`config.mk`:
```
export PLATFORM = sky130hd
export DESIGN_NAME = tl_cntr_nphase
export DESIGN_NICKNAME = d
export VERILOG_FILES = /design/src/rtl/tl_pkg.sv /design/src/rtl/tl_phase_timer.sv /design/src/rtl/tl_cntr_nphase.sv
export SDC_FILE = /design/constraint.sdc
export NUM_CORES = 1
export LEC_CHECK = 0
export BUFFER_PORTS_ARGS = -buffer_cell sky130_fd_sc_hd__buf_2
export CAP_MARGIN = 5
export CORE_MARGIN = 2
export CORE_UTILIZATION = 45
export CTS_CLUSTER_DIAMETER = 200
export CTS_CLUSTER_SIZE = 10
export DETAILED_ROUTE_END_ITERATION = 8
export PLACE_DENSITY_LB_ADDON = 0.2
export SYNTH_ARGS = -nofsm -noshare
export SYNTH_HDL_FRONTEND = slang
export SYNTH_HIERARCHICAL = 1
export SYNTH_SLANG_ARGS = --single-unit
```
`constraint.sdc`:
```
create_clock -name clk -period 2.2 [get_ports clk]
set_input_delay 0.11 -clock clk [delete_from_list [all_inputs] [get_ports clk]]
set_output_delay 0.11 -clock clk [all_outputs]
set_load 0.05 [all_outputs]
```
`src/rtl/tl_pkg.sv`:
```
`default_nettype none
// ============================================================================
// Module  : tl_pkg
// Brief   : Shared lamp codes, sub-phase codes and lamp helper for the
//           N-approach traffic-light controller.
// Revision: 1.0 - initial release
// ============================================================================
package tl_pkg;

    // Lamp codes driven to each approach
    localparam logic [1:0] GREEN  = 2'b00;
    localparam logic [1:0] YELLOW = 2'b01;
    localparam logic [1:0] LEFT   = 2'b10;
    localparam logic [1:0] RED    = 2'b11;

    // Sub-phase codes (phase index modulo 4)
    localparam logic [1:0] SUB_SG = 2'd0;
    localparam logic [1:0] SUB_SY = 2'd1;
    localparam logic [1:0] SUB_LG = 2'd2;
    localparam logic [1:0] SUB_LY = 2'd3;

    // Lamp shown by the active approach for a given sub-phase
    function automatic logic [1:0] sub_lamp(input logic [1:0] sub);
        logic [1:0] code;
        case (sub)
            SUB_SG:  code = GREEN;
            SUB_SY:  code = YELLOW;
            SUB_LG:  code = LEFT;
            default: code = YELLOW;
        endcase
        return code;
    endfunction

endpackage
`default_nettype wire

```
`src/rtl/tl_phase_timer.sv`:
```
`default_nettype none
// ============================================================================
// Module  : tl_phase_timer
// Brief   : Cycle counter for the current phase with clear, hold and
//           saturate controls.
// Revision: 1.0 - initial release
// ============================================================================
module tl_phase_timer #(
    parameter int TW = 5
) (
    input  logic          clk,
    input  logic          reset_n,
    input  logic          clr,
    input  logic          hold,
    input  logic          sat,
    output logic [TW-1:0] count
);

    logic [TW-1:0] r_count;

    // Hold wins over clear so a frozen phase keeps its elapsed time
    always_ff @(posedge clk or negedge reset_n) begin
        if (!reset_n) begin
            r_count <= '0;
        end else if (hold) begin
            r_count <= r_count;
        end else if (clr) begin
            r_count <= '0;
        end else if (!sat) begin
            r_count <= r_count + TW'(1);
        end
    end

    assign count = r_count;

endmodule
`default_nettype wire

```
`src/rtl/tl_cntr_nphase.sv`:
```
`default_nettype none
// ============================================================================
// Module  : tl_cntr_nphase
// Brief   : Round-robin traffic-light controller for N_DIR approaches, each
//           with straight green/yellow and left green/yellow sub-phases.
//           Min/max green, multi-cycle yellow, optional empty-left skip and
//           a freeze input.
// Revision: 1.0 - initial release
// ============================================================================
module tl_cntr_nphase
    import tl_pkg::*;
#(
    parameter int N_DIR      = 2,
    parameter int MIN_GREEN  = 1,
    parameter int MAX_GREEN  = 16,
    parameter int YELLOW_CYC = 1,
    parameter int SKIP_EMPTY = 0
) (
    input  logic                         clk,
    input  logic                         reset_n,
    input  logic [N_DIR-1:0]             t_str,
    input  logic [N_DIR-1:0]             t_left,
    input  logic                         hold,
    output logic [2*N_DIR-1:0]           lamp,
    output logic [$clog2(4*N_DIR)-1:0]   phase,
    output logic                         phase_chg
);

    localparam int TW  = $clog2(MAX_GREEN + 1);
    localparam int PW  = $clog2(4 * N_DIR);
    localparam int NPH = 4 * N_DIR;
    localparam logic [PW-1:0] C_LAST_PHASE = PW'(NPH - 1);
    localparam logic [PW-1:0] C_LAST_DIR   = PW'(N_DIR - 1);

    // Reject parameter sets the timer or phase logic cannot honour
    if (N_DIR < 1 || MIN_GREEN < 1 || MAX_GREEN < MIN_GREEN ||
        YELLOW_CYC < 1 || YELLOW_CYC > MAX_GREEN + 1 ||
        (SKIP_EMPTY != 0 && SKIP_EMPTY != 1)) begin : g_param_err
        $error("tl_cntr_nphase: illegal parameter combination");
    end

    logic [PW-1:0]    r_phase;
    logic             r_chg;
    logic [TW-1:0]    w_timer;
    logic [1:0]       w_sub;
    logic [PW-1:0]    w_dir;
    logic [N_DIR-1:0] w_sel;
    logic             w_str;
    logic             w_left;
    logic             w_green_ok;
    logic             w_at_max;
    logic             w_yel_done;
    logic             w_sat;
    logic             w_exit;
    logic [PW-1:0]    w_next;

    assign w_sub = r_phase[1:0];
    assign w_dir = r_phase >> 2;

    // One-hot approach select and lamp decode from the registered phase only
    for (genvar d = 0; d < N_DIR; d++) begin : g_dir
        assign w_sel[d] = (w_dir == PW'(d));
        assign lamp[2*d+1:2*d] = w_sel[d] ? sub_lamp(w_sub) : RED;
    end

    assign w_str  = |(t_str & w_sel);
    assign w_left = |(t_left & w_sel);

    assign w_green_ok = (w_timer >= TW'(MIN_GREEN - 1));
    assign w_at_max   = (w_timer == TW'(MAX_GREEN - 1));
    assign w_yel_done = (w_timer == TW'(YELLOW_CYC - 1));
    assign w_sat      = (w_timer == TW'(MAX_GREEN));

    // Exit condition and successor phase for the current sub-phase
    always_comb begin
        w_exit = 1'b0;
        w_next = (r_phase == C_LAST_PHASE) ? '0 : r_phase + PW'(1);
        case (w_sub)
            SUB_SG: w_exit = w_green_ok & (~w_str | w_at_max);
            SUB_LG: w_exit = w_green_ok & (~w_left | w_at_max);
            SUB_SY: begin
                w_exit = w_yel_done;
                if (SKIP_EMPTY != 0 && !w_left) begin
                    w_next = (w_dir == C_LAST_DIR) ? '0 : r_phase + PW'(3);
                end
            end
            default: w_exit = w_yel_done;
        endcase
    end

    tl_phase_timer #(
        .TW (TW)
    ) u_timer (
        .clk     (clk),
        .reset_n (reset_n),
        .clr     (w_exit),
        .hold    (hold),
        .sat     (w_sat),
        .count   (w_timer)
    );

    // Phase register and first-cycle strobe; hold freezes both
    always_ff @(posedge clk or negedge reset_n) begin
        if (!reset_n) begin
            r_phase <= '0;
            r_chg   <= 1'b0;
        end else if (hold) begin
            r_chg   <= 1'b0;
        end else begin
            r_chg <= w_exit;
            if (w_exit) begin
                r_phase <= w_next;
            end
        end
    end

    assign phase     = r_phase;
    assign phase_chg = r_chg;

endmodule
`default_nettype wire

```
==> impl_results.rst, run 1 <==
.. list-table::
   :header-rows: 1

   * - Metric
     - Value
   * - Run status
     - finished clean
   * - Post-synthesis compound-gate area fraction
     - 17.40%
   * - Layout Nets
     - 93
   * - Fraction of the mapped netlist area in simple logic gates
     - 23.69%
   * - Mean routed wirelength per cell
     - 13.67 microns
   * - Hold Path Origin
     - hold
   * - TritonCTS clock tree
     - built
   * - Leading cell types in the layout, fill and taps excluded
     - buf_2, o21ai_0, dfrtp_1, buf_4, ha_1
   * - Final worst path period share
     - 92.73%
   * - Mux cell area share after synthesis
     - 8.805%
   * - Post-route setup TNS
     - 0 ps
   * - Area grow syn2layout
     - 33.96%
   * - Synthesized net count
     - 67
   * - Most common cell after layout, fill and taps aside
     - buf_2
   * - Syn. warnings
     - 6
   * - Post-synthesis sequential area ratio
     - 37.74%
   * - Total core area
     - 1269 sq um
   * - GP Congestion
     - 0.8503
   * - Final routed wirelength across all metal layers
     - 1.299 mm
   * - Die Area
     - 1634 sq um
   * - Capturing element type of the critical path
     - flop
   * - RSZ-0062 raised after global routing
     - no
   * - Layout Cells excl Fill
     - 95
   * - Worst-Skew Late Latency
     - 260 ps
   * - Root Buffer
     - clkbuf_4
   * - Number of placed instances with taps included
     - 86
   * - Max clock buf depth
     - 2
   * - Required @ worst endpoint
     - 2370 ps
   * - R2R depth
     - 7
   * - Reg2Reg Setup Slack
     - 160 ps
   * - Leading cell types by total area after synthesis
     - dfrtp_1, ha_1, o21ai_0
   * - Fraction of post-synthesis cell area in the top cell type by area
     - 37.74%
   * - RR Startpoint
     - phase[0]
   * - Largest net degree at the start of global routing
     - 11
   * - Post-DRT Antenna Nets
     - 0
   * - Die Span Y
     - 40.42 microns
   * - Antenna Cells
     - 0
   * - Final max-slew violation count
     - 0
   * - Starting Density
     - 47.04%
   * - # port buffers
     - 14
   * - Library cell occupying the most area in the post-synthesis netlist
     - dfrtp_1
   * - Max-cap check violation count
     - 0
   * - Worst path arrival time
     - 2210 ps
   * - Floorplan row count
     - 13
   * - Post-synthesis cell type count
     - 28
   * - Post-synthesis cell area
     - 596.8 sq um
   * - Die boundary width
     - 40.42 microns
   * - Count of H-tree levels built during CTS
     - 1
   * - Post-Synthesis Mean Instance Area
     - 10.85 sq um
   * - XOR/XNOR share of the synthesized area
     - 0%
   * - Adder and majority gate portion of the synthesized area
     - 10.48%
   * - Clock Sink Count
     - 9
   * - Clk_skew
     - 1.111 ps
   * - First-pass GRT wire length
     - 1.945 mm
   * - CP Launch Point
     - phase[0]
   * - Number of antenna violations at the first check in global routing
     - 0
   * - GR Overflow Total
     - 0
   * - Count of final hold-check violations
     - 0
   * - Per-cell via count in the routed design
     - 5.600
   * - R2r endpoint
     - u_timer/count[2]
   * - Number of cells traversed by the worst hold path
     - 2
   * - Maximum fanout along the worst path
     - 6
   * - Startpoint type of the worst setup path
     - flop
   * - Seq. cell area
     - 229.0 sq um
   * - Count of fill cells added during filler insertion
     - 105
   * - Multi-input gate area in the final layout
     - 389.1 sq um
   * - Setup violation total in the final timing report
     - 0
   * - Seq cells post-synth
     - 9
   * - Main combinational cell family by area after synthesis
     - simple AND/OR/NAND/NOR gates
   * - Number of search-and-repair iterations in the first detailed-routing pass
     - 4
   * - IO Pins
     - 15
   * - GRT Total Usage
     - 18.90%
   * - Vias in the first global route
     - 459
   * - DR vias
     - 532
   * - Endpoint with the worst hold slack
     - phase_chg
   * - Cells after synthesis
     - 55
   * - Share of cells above drive strength 1
     - 50.00%
   * - Min cycle time layout
     - 2040 ps
   * - FMAX
     - 490.2 MHz
   * - Total clock buffers created by CTS
     - 3
   * - Type of the most critical hold path
     - in2reg
   * - Starting DRC count in detailed routing
     - 21
   * - Actual slew at the worst max-slew pin
     - 403.9 ps
   * - Slew HR
     - 72.85%
   * - Clock-pin transition on the worst setup and hold timing paths
     - 60 ps
   * - Total half-perimeter wirelength after legalization and detailed placement
     - 938.7 microns
   * - Detailed-route DRC error count
     - 0
   * - Worst Setup Path Type
     - reg2reg
what timing repair did:
| item | 4_1_cts | 5_1_grt |
|---|---|---|
| endpoints found under the setup margin | 0 | 2 |
| hold buffers | 1 | 0 |
| hold endpoints to repair | 9 | 0 |
| setup buffers | 0 | 4 |
| resized for setup | 0 | 2 |
flip-flops by register name (all words and copies together), names as in the netlist:
register	count
phase_chg	1
u_timer/count	5
phase	3
how the worst max path moves through the flow:
| stage | end | slack (ps) |
|---|---|---|
| 3_3_place_gp | u_timer/count[3] | 100 |
| 5_1_grt | u_timer/count[3] | 60 |
| 2_1_floorplan | u_timer/count[4] | 4 |
| 6_report | u_timer/count[2] | 160 |
| 4_1_cts | u_timer/count[3] | 50 |
| 3_5_place_dp | u_timer/count[3] | 70 |
routing by layer:
layer  up-vias  global-route usage, %  share of wire, %
met5         -                      0                 0
met3         2                  5.000               8.2
li1        258                      -                 -
met4         0                  12.50              0.77
met1       244                  23.57                47
met2        28                  28.17                44
cells in the mapped netlist:
master    number
o22ai_1        1
and2_1         1
mux2_4         2
o21ai_0        6
or2_2          2
or4_1          1
dfrtp_1        9
ha_1           5
o211ai_1       1
a21o_1         1
nand3_1        2
or3_1          2
mux4_2         1
o311ai_1       2
or3b_2         1
a211oi_1       1
nand2b_1       1
o221a_4        1
nor4_1         2
or2b_1         1
o21bai_1       1
nand2_1        1
nor3_4         1
nand3b_1       2
nor2_1         2
inv_1          3
nor2b_2        1
nand4_1        1
stage by stage:
step	setup slack, ps	instance area [sq um]	utilization (%)	hold slack (ps)
final	159.9	799.5	63.02	173.6
after global routing	64.60	799.5	63.02	183.2
after CTS	46.97	755.7	59.57	163.1
after detailed placement	65.49	719.4	56.71	-31.48
after global placement	96.40	719.4	56.71	-31.44
after floorplan	3.908	615.6	-	-185.6
worst max-delay path, cell delays in order, from the launching register on:
cell,delay [ps]
dfrtp_2,390
inv_2,50
ha_1,280
a211oi_4,360
nor2_4,70
buf_4,160
or3b_2,460
o211ai_1,180
area by class of cell:
class / count / share of cell area, %
Multi-Input combinational cell: 43 / 48.67
Sequential cell: 9 / 28.64
Timing Repair Buffer: 21 / 15.65
Clock buffer: 4 / 3.286
Tap cell: 15 / 2.347
Inverter: 3 / 1.408
logic make-up after synthesis:
kind of cell	count (synthesis)
and+or+nand+nor	21
AOI/OAI and AO/OA	14
DFF	9
adders and majority gates	5
buffers and inverters	3
muxes	3
Power of run 1 is left out: the tool's default activity adds up to more than one toggle a clock period on the data nets, which glitch-free logic cannot reach.
==> run 2: changes to the inputs <==
--- a/config.mk
+++ b/config.mk
@@ -12,6 +12,7 @@
 export CTS_CLUSTER_DIAMETER = 200
 export CTS_CLUSTER_SIZE = 10
 export DETAILED_ROUTE_END_ITERATION = 8
+export GPL_TIMING_DRIVEN = 0
 export PLACE_DENSITY_LB_ADDON = 0.2
 export SYNTH_ARGS = -nofsm -noshare
 export SYNTH_HDL_FRONTEND = slang
==> run 2 against run 1 <==
  * Count of clock-buffer cells in the layout unchanged
  * Flip-flop and latch count unchanged
  * Die area unchanged
  * Utilization down 2.7 points
  * Via count up 0.19%
==> impl_results.rst, run 2 (synthesized netlist as in run 1, its figures left out) <==
.. list-table::
   :header-rows: 1

   * - Metric
     - Value
   * - GRT Total Usage
     - 20.02% (+1.1 points)
   * - Leading cell types in the layout, fill and taps excluded
     - buf_2, o21ai_0, dfrtp_1, ha_1
   * - Antenna Cells
     - 0 (unchanged)
   * - Post-DRT Antenna Nets
     - 0 (unchanged)
   * - Largest register FFs
     - 5 (unchanged)
   * - Cells along the critical path
     - nor4_1, a211oi_4, nor2_4, nor2b_2, or3_1, o311ai_1
   * - Vias in the first global route
     - 451 (-1.7%)
   * - Starting Density
     - 47.04% (unchanged)
   * - First-pass GRT wire length
     - 2.007 mm (+3.2%)
   * - Startpoint type of the worst setup path
     - flop
   * - CP peak stage delay
     - 610 ps (+150 ps)
   * - # port buffers
     - 14 (unchanged)
   * - Number of search-and-repair iterations in the first detailed-routing pass
     - 4 (unchanged)
   * - Post-route setup TNS
     - 0 ps (unchanged)
   * - Layout Nets
     - 88 (-5.4%)
   * - Placed cell area
     - 704.4 sq um (-2.1%)
   * - Count of fill cells added during filler insertion
     - 99 (-5.7%)
   * - Count of H-tree levels built during CTS
     - 1 (unchanged)
   * - Root Buffer
     - clkbuf_4
   * - Layout Cells excl Fill
     - 90 (-5.3%)
   * - Final worst path period share
     - 97.61% (+4.9 points)
   * - Max-cap check violation count
     - 0 (unchanged)
   * - Floorplan row count
     - 13 (unchanged)
   * - Die Area
     - 1634 sq um (unchanged)
   * - Per-cell via count in the routed design
     - 5.922 (+5.8%)
   * - Min cycle time layout
     - 2147 ps (+107.3 ps)
   * - Die boundary width
     - 40.42 microns (unchanged)
   * - Die Span Y
     - 40.42 microns (unchanged)
   * - Number of placed instances with taps included
     - 84 (-2.3%)
   * - Most common cell after layout, fill and taps aside
     - buf_2
   * - GR Overflow Total
     - 0 (unchanged)
   * - Worst Setup Path Type
     - reg2reg
   * - Slew HR
     - 57.52% (-15 points)
   * - DR vias
     - 533 (+0.19%)
   * - FMAX
     - 465.7 MHz (-5.0%)
   * - Total core area
     - 1269 sq um (unchanged)
   * - Total half-perimeter wirelength after legalization and detailed placement
     - 871 microns (-7.2%)
   * - Final routed wirelength across all metal layers
     - 1.296 mm (-0.23%)
   * - Setup violation total in the final timing report
     - 0 (unchanged)
   * - Clock Sink Count
     - 9 (unchanged)
   * - Reg2Reg Setup Slack
     - 50 ps (-110 ps)
   * - Run status
     - finished clean
   * - Multi-input gate area in the final layout
     - 392.9 sq um (+0.96%)
   * - Mean routed wirelength per cell
     - 14.40 microns (+5.3%)
   * - Worst-Skew Late Latency
     - 270 ps (about the same)
   * - Max clock buf depth
     - 2 (unchanged)
   * - Type of the most critical hold path
     - in2reg
   * - IO Pins
     - 15 (unchanged)
   * - Capturing element type of the critical path
     - flop
   * - Final max-slew violation count
     - 0 (unchanged)
   * - Dominant delay contributor by cell family on the critical path
     - simple AND/OR/NAND/NOR gates
   * - Share of cells above drive strength 1
     - 45.33% (-4.7 points)
   * - Starting DRC count in detailed routing
     - 18 (-14%)
   * - Actual slew at the worst max-slew pin
     - 631.3 ps (+227.4 ps)
   * - GP Congestion
     - 0.7203 (-15%)
   * - Critical Path Slowest Stage Cell
     - nor4_1
   * - Clk_skew
     - 0.5874 ps (-0.5236 ps)
   * - Total clock buffers created by CTS
     - 3 (unchanged)
   * - Count of final hold-check violations
     - 0 (unchanged)
   * - Maximum fanout along the worst path
     - 7 (+1)
   * - TritonCTS clock tree
     - built
   * - Area grow syn2layout
     - 28.30%
   * - Worst path arrival time
     - 2310 ps (+100 ps)
   * - Required @ worst endpoint
     - 2370 ps (about the same)
   * - Number of antenna violations at the first check in global routing
     - 0 (unchanged)
   * - Seq. cell area
     - 229.0 sq um (unchanged)
   * - Critical path buffer and inverter count
     - 0 (-2)
   * - Detailed-route DRC error count
     - 0 (unchanged)
   * - Final cell area excluding filler cells
     - 765.7 sq um (-4.2%)
   * - Largest net degree at the start of global routing
     - 11 (unchanged)
   * - Clock-pin transition on the worst setup and hold timing paths
     - 60 ps (about the same)
[run 2: cell count changes in the layout (fill, tap and decap cells not counted)]
cell    previous run  this run
buf_4              6         1
ha_4               0         1
nor4_1             1         2
ha_2               1         0
nor4_2             1         0
[run 2: final timing paths]
kind	startpoint	end	cells past startpoint
worst max register to register	u_timer/count[0]	u_timer/count[3]	6
worst min-delay path	hold	phase_chg	2
worst max-delay path	u_timer/count[0]	u_timer/count[3]	6
min in group asynchronous	reset_n	u_timer/count[2]	2
max in group asynchronous	reset_n	phase[2]	2
worst min register to register	u_timer/count[3]	u_timer/count[3]	1
[run 2: metal layers]
metal / routed length, microns / GRT usage, % / up-vias
li1: - / - / 252
met1: 584 / 26.28 / 250
met2: 581 / 26.59 / 24
met3: 83 / 5.000 / 7
met4: 47 / 17.50 / 0
met5: 0 / 0 / -
[run 2: worst register-to-register path: cells and delay by family, from the launching register on]
family,cells,cell delay (ps)
simple gates,4,1180
compound gates,2,420
flops,1,440
[run 2: repair_timing]
action | in CTS | in global routing
gates resized for setup | 0 | 2
cloned | 0 | 0
endpoints found under the setup margin | 2 | 3
hold buffers | 1 | 0
setup buffers | 1 | 0
pin swaps | 1 | 0
endpoints found under the hold margin | 9 | 0
[run 2: final cells by class]
class                   count  area share [%]
repair buffers             16           11.44
clock buffers               4           3.431
multi-input cells          43           51.31
flip-flops and latches      9           29.90
inverters                   3           1.471
well taps                  15           2.451
[run 2: per-stage QoR]
step	utilization (%)	hold slack, ps	worst slack [ps]
2_1_floorplan	-	-185.6	3.908
3_3_place_gp	55.52	-24.97	-27.64
3_5_place_dp	55.52	-20.40	-61.21
4_1_cts	58.97	158.6	67.82
5_1_grt	60.36	171.3	-51.11
6_report	60.36	161.4	52.66
Power of run 2 is left out for the same reason.
